`src/rtl/lut_seq_ctrl.sv`:
```
// lut_seq_ctrl: sequences debounced write/save pulses into memory write
// strobes and a fill pointer, and auto-scans stored entries onto d_out.
module lut_seq_ctrl #(
  parameter int AW       = 3,
  parameter int DW       = 8,
  parameter int SCAN_DIV = 50_000_000
) (
  input  logic          clk,
  input  logic          rst,
  input  logic          write_pulse,
  input  logic          save_pulse,
  input  logic          show_reg,
  input  logic [DW-1:0] d_in,
  input  logic [DW-1:0] mem_rdata,
  output logic          mem_we,
  output logic [AW-1:0] mem_addr,
  output logic [DW-1:0] mem_wdata,
  output logic [DW-1:0] d_out,
  output logic [AW:0]   count,
  output logic          full,
  output logic          staged,
  output logic          err
);

  localparam int TW = (SCAN_DIV > 2) ? $clog2(SCAN_DIV) : 1;
  localparam logic [AW:0]   DEPTH    = (AW+1)'(2**AW);
  localparam logic [TW-1:0] TIMER_TC = TW'(SCAN_DIV - 1);

  typedef enum logic [1:0] {IDLE, WRITE, SCAN} state_t;

  state_t        state;
  logic [DW-1:0] staging;
  logic [AW-1:0] wr_ptr;
  logic [TW-1:0] timer;

  // Last valid scan index; only meaningful when count != 0.
  logic [AW:0] last_idx;
  assign last_idx = count - 1'b1;

  // Controller FSM; every output is a register updated here.
  always_ff @(posedge clk or negedge rst) begin
    if (!rst) begin
      state     <= IDLE;
      staging   <= '0;
      staged    <= 1'b0;
      wr_ptr    <= '0;
      timer     <= '0;
      mem_we    <= 1'b0;
      mem_addr  <= '0;
      mem_wdata <= '0;
      d_out     <= '0;
      count     <= '0;
      full      <= 1'b0;
      err       <= 1'b0;
    end else begin
      err    <= 1'b0;
      mem_we <= 1'b0;
      case (state)
        IDLE: begin
          d_out <= staging;
          if (show_reg) begin
            // Scan wins over pulses; dropped pulses are not errors here.
            state    <= SCAN;
            mem_addr <= '0;
            timer    <= '0;
          end else if (write_pulse) begin
            staging <= d_in;
            staged  <= 1'b1;
            d_out   <= d_in;
            if (save_pulse) err <= 1'b1;
          end else if (save_pulse) begin
            if (staged && !full) begin
              state     <= WRITE;
              mem_we    <= 1'b1;
              mem_addr  <= wr_ptr;
              mem_wdata <= staging;
              wr_ptr    <= wr_ptr + 1'b1;
              count     <= count + 1'b1;
              full      <= (count + 1'b1) == DEPTH;
              staged    <= 1'b0;
            end else begin
              err <= 1'b1;
            end
          end
        end
        WRITE: begin
          d_out <= staging;
          if (save_pulse) err <= 1'b1;
          if (show_reg) begin
            state    <= SCAN;
            mem_addr <= '0;
            timer    <= '0;
          end else begin
            state <= IDLE;
          end
        end
        SCAN: begin
          if (!show_reg) begin
            state <= IDLE;
            d_out <= staging;
          end else begin
            d_out <= (count == '0) ? '0 : mem_rdata;
            if (timer == TIMER_TC) begin
              timer <= '0;
              if (count == '0 || {1'b0, mem_addr} == last_idx)
                mem_addr <= '0;
              else
                mem_addr <= mem_addr + 1'b1;
            end else begin
              timer <= timer + 1'b1;
              if (count == '0) mem_addr <= '0;
            end
          end
        end
        default: state <= IDLE;
      endcase
    end
  end

endmodule
```
`config.mk`:
```
export PLATFORM = sky130hd
export DESIGN_NAME = lut_seq_ctrl
export DESIGN_NICKNAME = d
export VERILOG_FILES = /design/src/rtl/lut_seq_ctrl.sv
export SDC_FILE = /design/constraint.sdc
export NUM_CORES = 1
export LEC_CHECK = 0
export ABC_AREA = 1
export BUFFER_PORTS_ARGS = -buffer_cell sky130_fd_sc_hd__buf_2
export CAP_MARGIN = 30
export CELL_PAD_IN_SITES_DETAIL_PLACEMENT = 1
export CELL_PAD_IN_SITES_GLOBAL_PLACEMENT = 1
export CORE_ASPECT_RATIO = 1.2
export CORE_MARGIN = 2
export CORE_UTILIZATION = 43
export DETAILED_ROUTE_END_ITERATION = 10
export PLACE_DENSITY_LB_ADDON = 0.05
export SYNTH_ARGS = -nofsm -noshare
export SYNTH_HDL_FRONTEND = slang
export SYNTH_SLANG_ARGS = --single-unit
```
`constraint.sdc`:
```
create_clock -name clk -period 1.9 [get_ports clk]
set_clock_uncertainty 0.05 [all_clocks]
set_input_delay 0.38 -clock clk [delete_from_list [all_inputs] [get_ports clk]]
set_output_delay 0.38 -clock clk [all_outputs]
set_load 0.02 [all_outputs]
```
==> impl_metrics.csv <==
group,metric,value,unit
pwr,combPwrFrac,34.1,%
place,routabilityCongestion,0.883,
yosys,avgSynthCellArea,7.60,µm²
detailed_routing,drc,0,
timing,setup_viol,0,
finish,final_nets,600,
yosys,synth_edf_count,0,
timing,clock.fmax,564,MHz
yosys,synthTopCellsByCount,"nand2_1 (116), inv_1 (67), dfrtp_1 (66)",
clock_network,cts_max_path_buffers,2,
floorplanning,pin_count,48,
floorplanning,num_rows,37,
clock_network,htreeDepth,3,
clock_network,clkLatencyLatePin,360,ps
yosys,syn_area,3780,µm²
yosys,synth_compound_area_share,11.7,%
timing,max_slew_margin,75.1,%
timing,whs,254,ps
setup_path,critical_path_class,"flop to flop",
pwr,netSwitchingFraction,37.5,%
yosys,synth_top_cell_by_area,"dfrtp_1",
detailed_routing,drt-initial-drc-count,102,
setup_path,critPathMaxFanout,6,
yosys,ys_ff_latch,66,
global_route,grt_pass1_wl,16800,µm
pwr,switchingPower,0.00177,W
setup_path,crit_top_cell,"nand2_2",
finish,diodes,0,
setup_path,cp_num_buf_inv,2,
outcome,status,"finished, final reports clean",
clock_network,clock_sinks,66,
timing,slew_violations,0,
timing,min_period_over_period,93.3,%
setup_path,worstPathRequired,2100,ps
setup_path,worst_r2r_path_depth,11,
yosys,synthFlopType,"dfrtp_1",
setup_path,startpoint_type,"flop",
floorplanning,die_y,107,µm
place,placed_cells,669,
detailed_routing,num_vias,3450,
pwr,internal-power,0.00295,W
floorplanning,initial_core_util,44.2,%
detailed_routing,viasPerCell,4.99,
yosys,yosys.area_share.simple,29.6,%
timing,period_minus_slack,1770,ps
pwr,clockPowerShare,27.9,%
yosys,synth_top_area_share,43.7,%
global_route,grt_max_degree,49,
yosys,ys_warn_count,0,
detailed_routing,ant_nets,0,
timing,max_slew.worst_pin.slew,371,ps
setup_path,critPathSlowestCell,"dfrtp_2",
setup_path,max_stage_delay,440,ps
finish,areaGrowthSynthToFinish,20.4,%
setup_path,critPathArrivalTime,1980,ps
clock_network,cts-root-buf,"clkbuf_8",
pwr,power.leakage,2.25,nW
timing,hold_violations,0,
floorplanning,die_area,9570,µm²
worst_hold_path,hold_end,"err$_DFF_PN0_",
flow_run,maxCapViolCount,0,
yosys,syn_nets,529,
floorplanning,die_w,89.6,µm
yosys,ys_top_cells_by_area,"dfrtp_1 (44%), nand2_1 (12%), inv_1 (6.6%), nor2_1 (5.6%), o21ai_0 (5.6%)",
yosys,synth_xor_area_share,2.78,%
setup_path,rrSetupSlack,130,ps
yosys,synth_top_family_by_area,"simple AND/OR/NAND/NOR gates",
yosys,ys_seq_area_share,43.7,%
pwr,powerDensity,1040,nW/µm²
global_route,first_global_vias,3683,
clock_network,clkTransAtPathRegs,80,ps
yosys,async_flop_share,100,%
yosys,synthMuxAreaShare,0,%
setup_path,r2r_start,"state[1]$_DFFE_PN0P_",
worst_hold_path,holdPathStages,3,
yosys,synth_cells,498,
global_route,grt_use_total,22.5,%
setup_path,cp-end-kind,"flop",
yosys,yosysUniqueCellTypes,35,
setup_path,worstPathCellList,"ha_1 -> inv_1 -> nand2_1 -> nand2_2 -> nand2_2 -> inv_2 -> nand2_2 -> nor2_4 -> nand3_1 -> o21ai_0 -> nor2_1",
worst_hold_path,hp-start,"save_pulse",
floorplanning,core_area,8560,µm²
clock_network,numCtsBuffers,9,
global_route,antenna_found_initial,0,
detailed_routing,wire_per_inst,14.5,µm
yosys,synth.most_common_cell,"nand2_1",
place,dp_hpwl,7710,µm
detailed_routing,routed_wl,10000,µm
setup_path,timing.rr.end,"timer[19]$_DFFE_PN0P_",
yosys,yosys.area_share.adder,3.31,%
detailed_routing,firstDrtPassIters,4,
setup_path,path_delay_family,"simple AND/OR/NAND/NOR gates",
clock_network,cts_tree,"built",
pwr,vdd_ir_drop_max,0.000545,V
worst_hold_path,hold_class,"input pin to flop",
global_route,gr-total-overflow,0,
timing,rsz0062_at_grt,"yes",
place,io_buffers,47,
finish,final_cell_count_no_fill,691,
finish,drive_gt1_share,22.5,%
pwr,p_seq_share,38.0,%
-- worst max-delay path by stage --
stage | start | to | depth (start not counted)
3_5_place_dp | state[1]$_DFFE_PN0P_ | timer[19]$_DFFE_PN0P_ | 11
3_3_place_gp | state[1]$_DFFE_PN0P_ | timer[19]$_DFFE_PN0P_ | 11
2_1_floorplan | count[0]$_DFFE_PN0P_ | mem_addr[0]$_DFFE_PN0P_ | 9
6_report | state[1]$_DFFE_PN0P_ | timer[19]$_DFFE_PN0P_ | 11
4_1_cts | state[1]$_DFFE_PN0P_ | timer[19]$_DFFE_PN0P_ | 11
5_1_grt | state[1]$_DFFE_PN0P_ | mem_wdata[0]$_DFFE_PN0P_ | 10
-- final cells by class --
class	count	area, µm²
sequential	66	1650
fill	1091	4010
tap	117	146
clock buffer	9	124
inverter	73	274
clock inverter	7	93.8
timing repair buffer	70	439
multi-input combinational	349	1820
-- cell families after synthesis --
group	count (synthesis)
flip-flops	66
buffers and inverters	83
AND/OR/NAND/NOR	248
XOR/XNOR	12
AO/OA/AOI/OAI	79
adder cells (fa/ha/maj)	10
-- flip-flops by register name, indices dropped and copies added, names as in the netlist --
name,count
timer,26
d_out,8
mem_wdata,8
staging,8
count,4
mem_addr,3
wr_ptr,3
state,2
err,1
full,1
mem_we,1
staged,1
-- worst min-delay path: cells and delay by family --
| kind | cells | cell delay (ps) |
|---|---|---|
| AND/OR/NAND/NOR | 1 | 50 |
| buffers and inverters | 2 | 200 |
-- power by group through the flow --
stage               Combinational [W]  Sequential, W  Clock (W)
detailed placement            0.00156        0.00182          0
CTS                           0.00158        0.00180    0.00135
finish                        0.00161        0.00180    0.00132
global route                  0.00181        0.00183    0.00141
global placement              0.00151        0.00181          0
floorplan                    0.000913        0.00193          0
-- layout by cell type, fill, tap and decap left out, types with 13 or more instances in the layout --
master     n
nor2_2    14
inv_1     66
nor2_1    55
nand2_1  114
nand3_1   25
buf_4     19
buf_2     47
nor3_1    13
o21ai_0   41
a21oi_1   15
dfrtp_1   65
-- what timing repair did --
action	4_1_cts	5_1_grt
setup endpoints to repair	1	45
buffers inserted	0	5
gates resized for setup	1	11
hold endpoints to repair	66	0
pin swaps	0	1
hold buffers	1	0
-- routing by layer --
metal | track usage, % | up-vias | part of all wire [%]
li1 | - | 1714 | -
met1 | 27.2 | 1672 | 44
met2 | 38.8 | 45 | 51
met3 | 3.08 | 19 | 2.3
met4 | 10.2 | 0 | 2.3
met5 | 0 | - | 0
-- metrics by stage --
stage	power [W]	TNS, ps	utilization [%]	setup WS (ps)	cell area (µm²)
finish	0.00473	0	53.2	128	4550
global route	0.00506	-267	53.2	-38.8	4550
CTS	0.00473	0	52.4	21.6	4490
detailed placement	0.00338	-10.3	49.7	-10.3	4250
global placement	0.00332	0	49.7	74.7	4250
floorplan	0.00284	0	-	251	3780
Power figures use the tool's default switching activity.
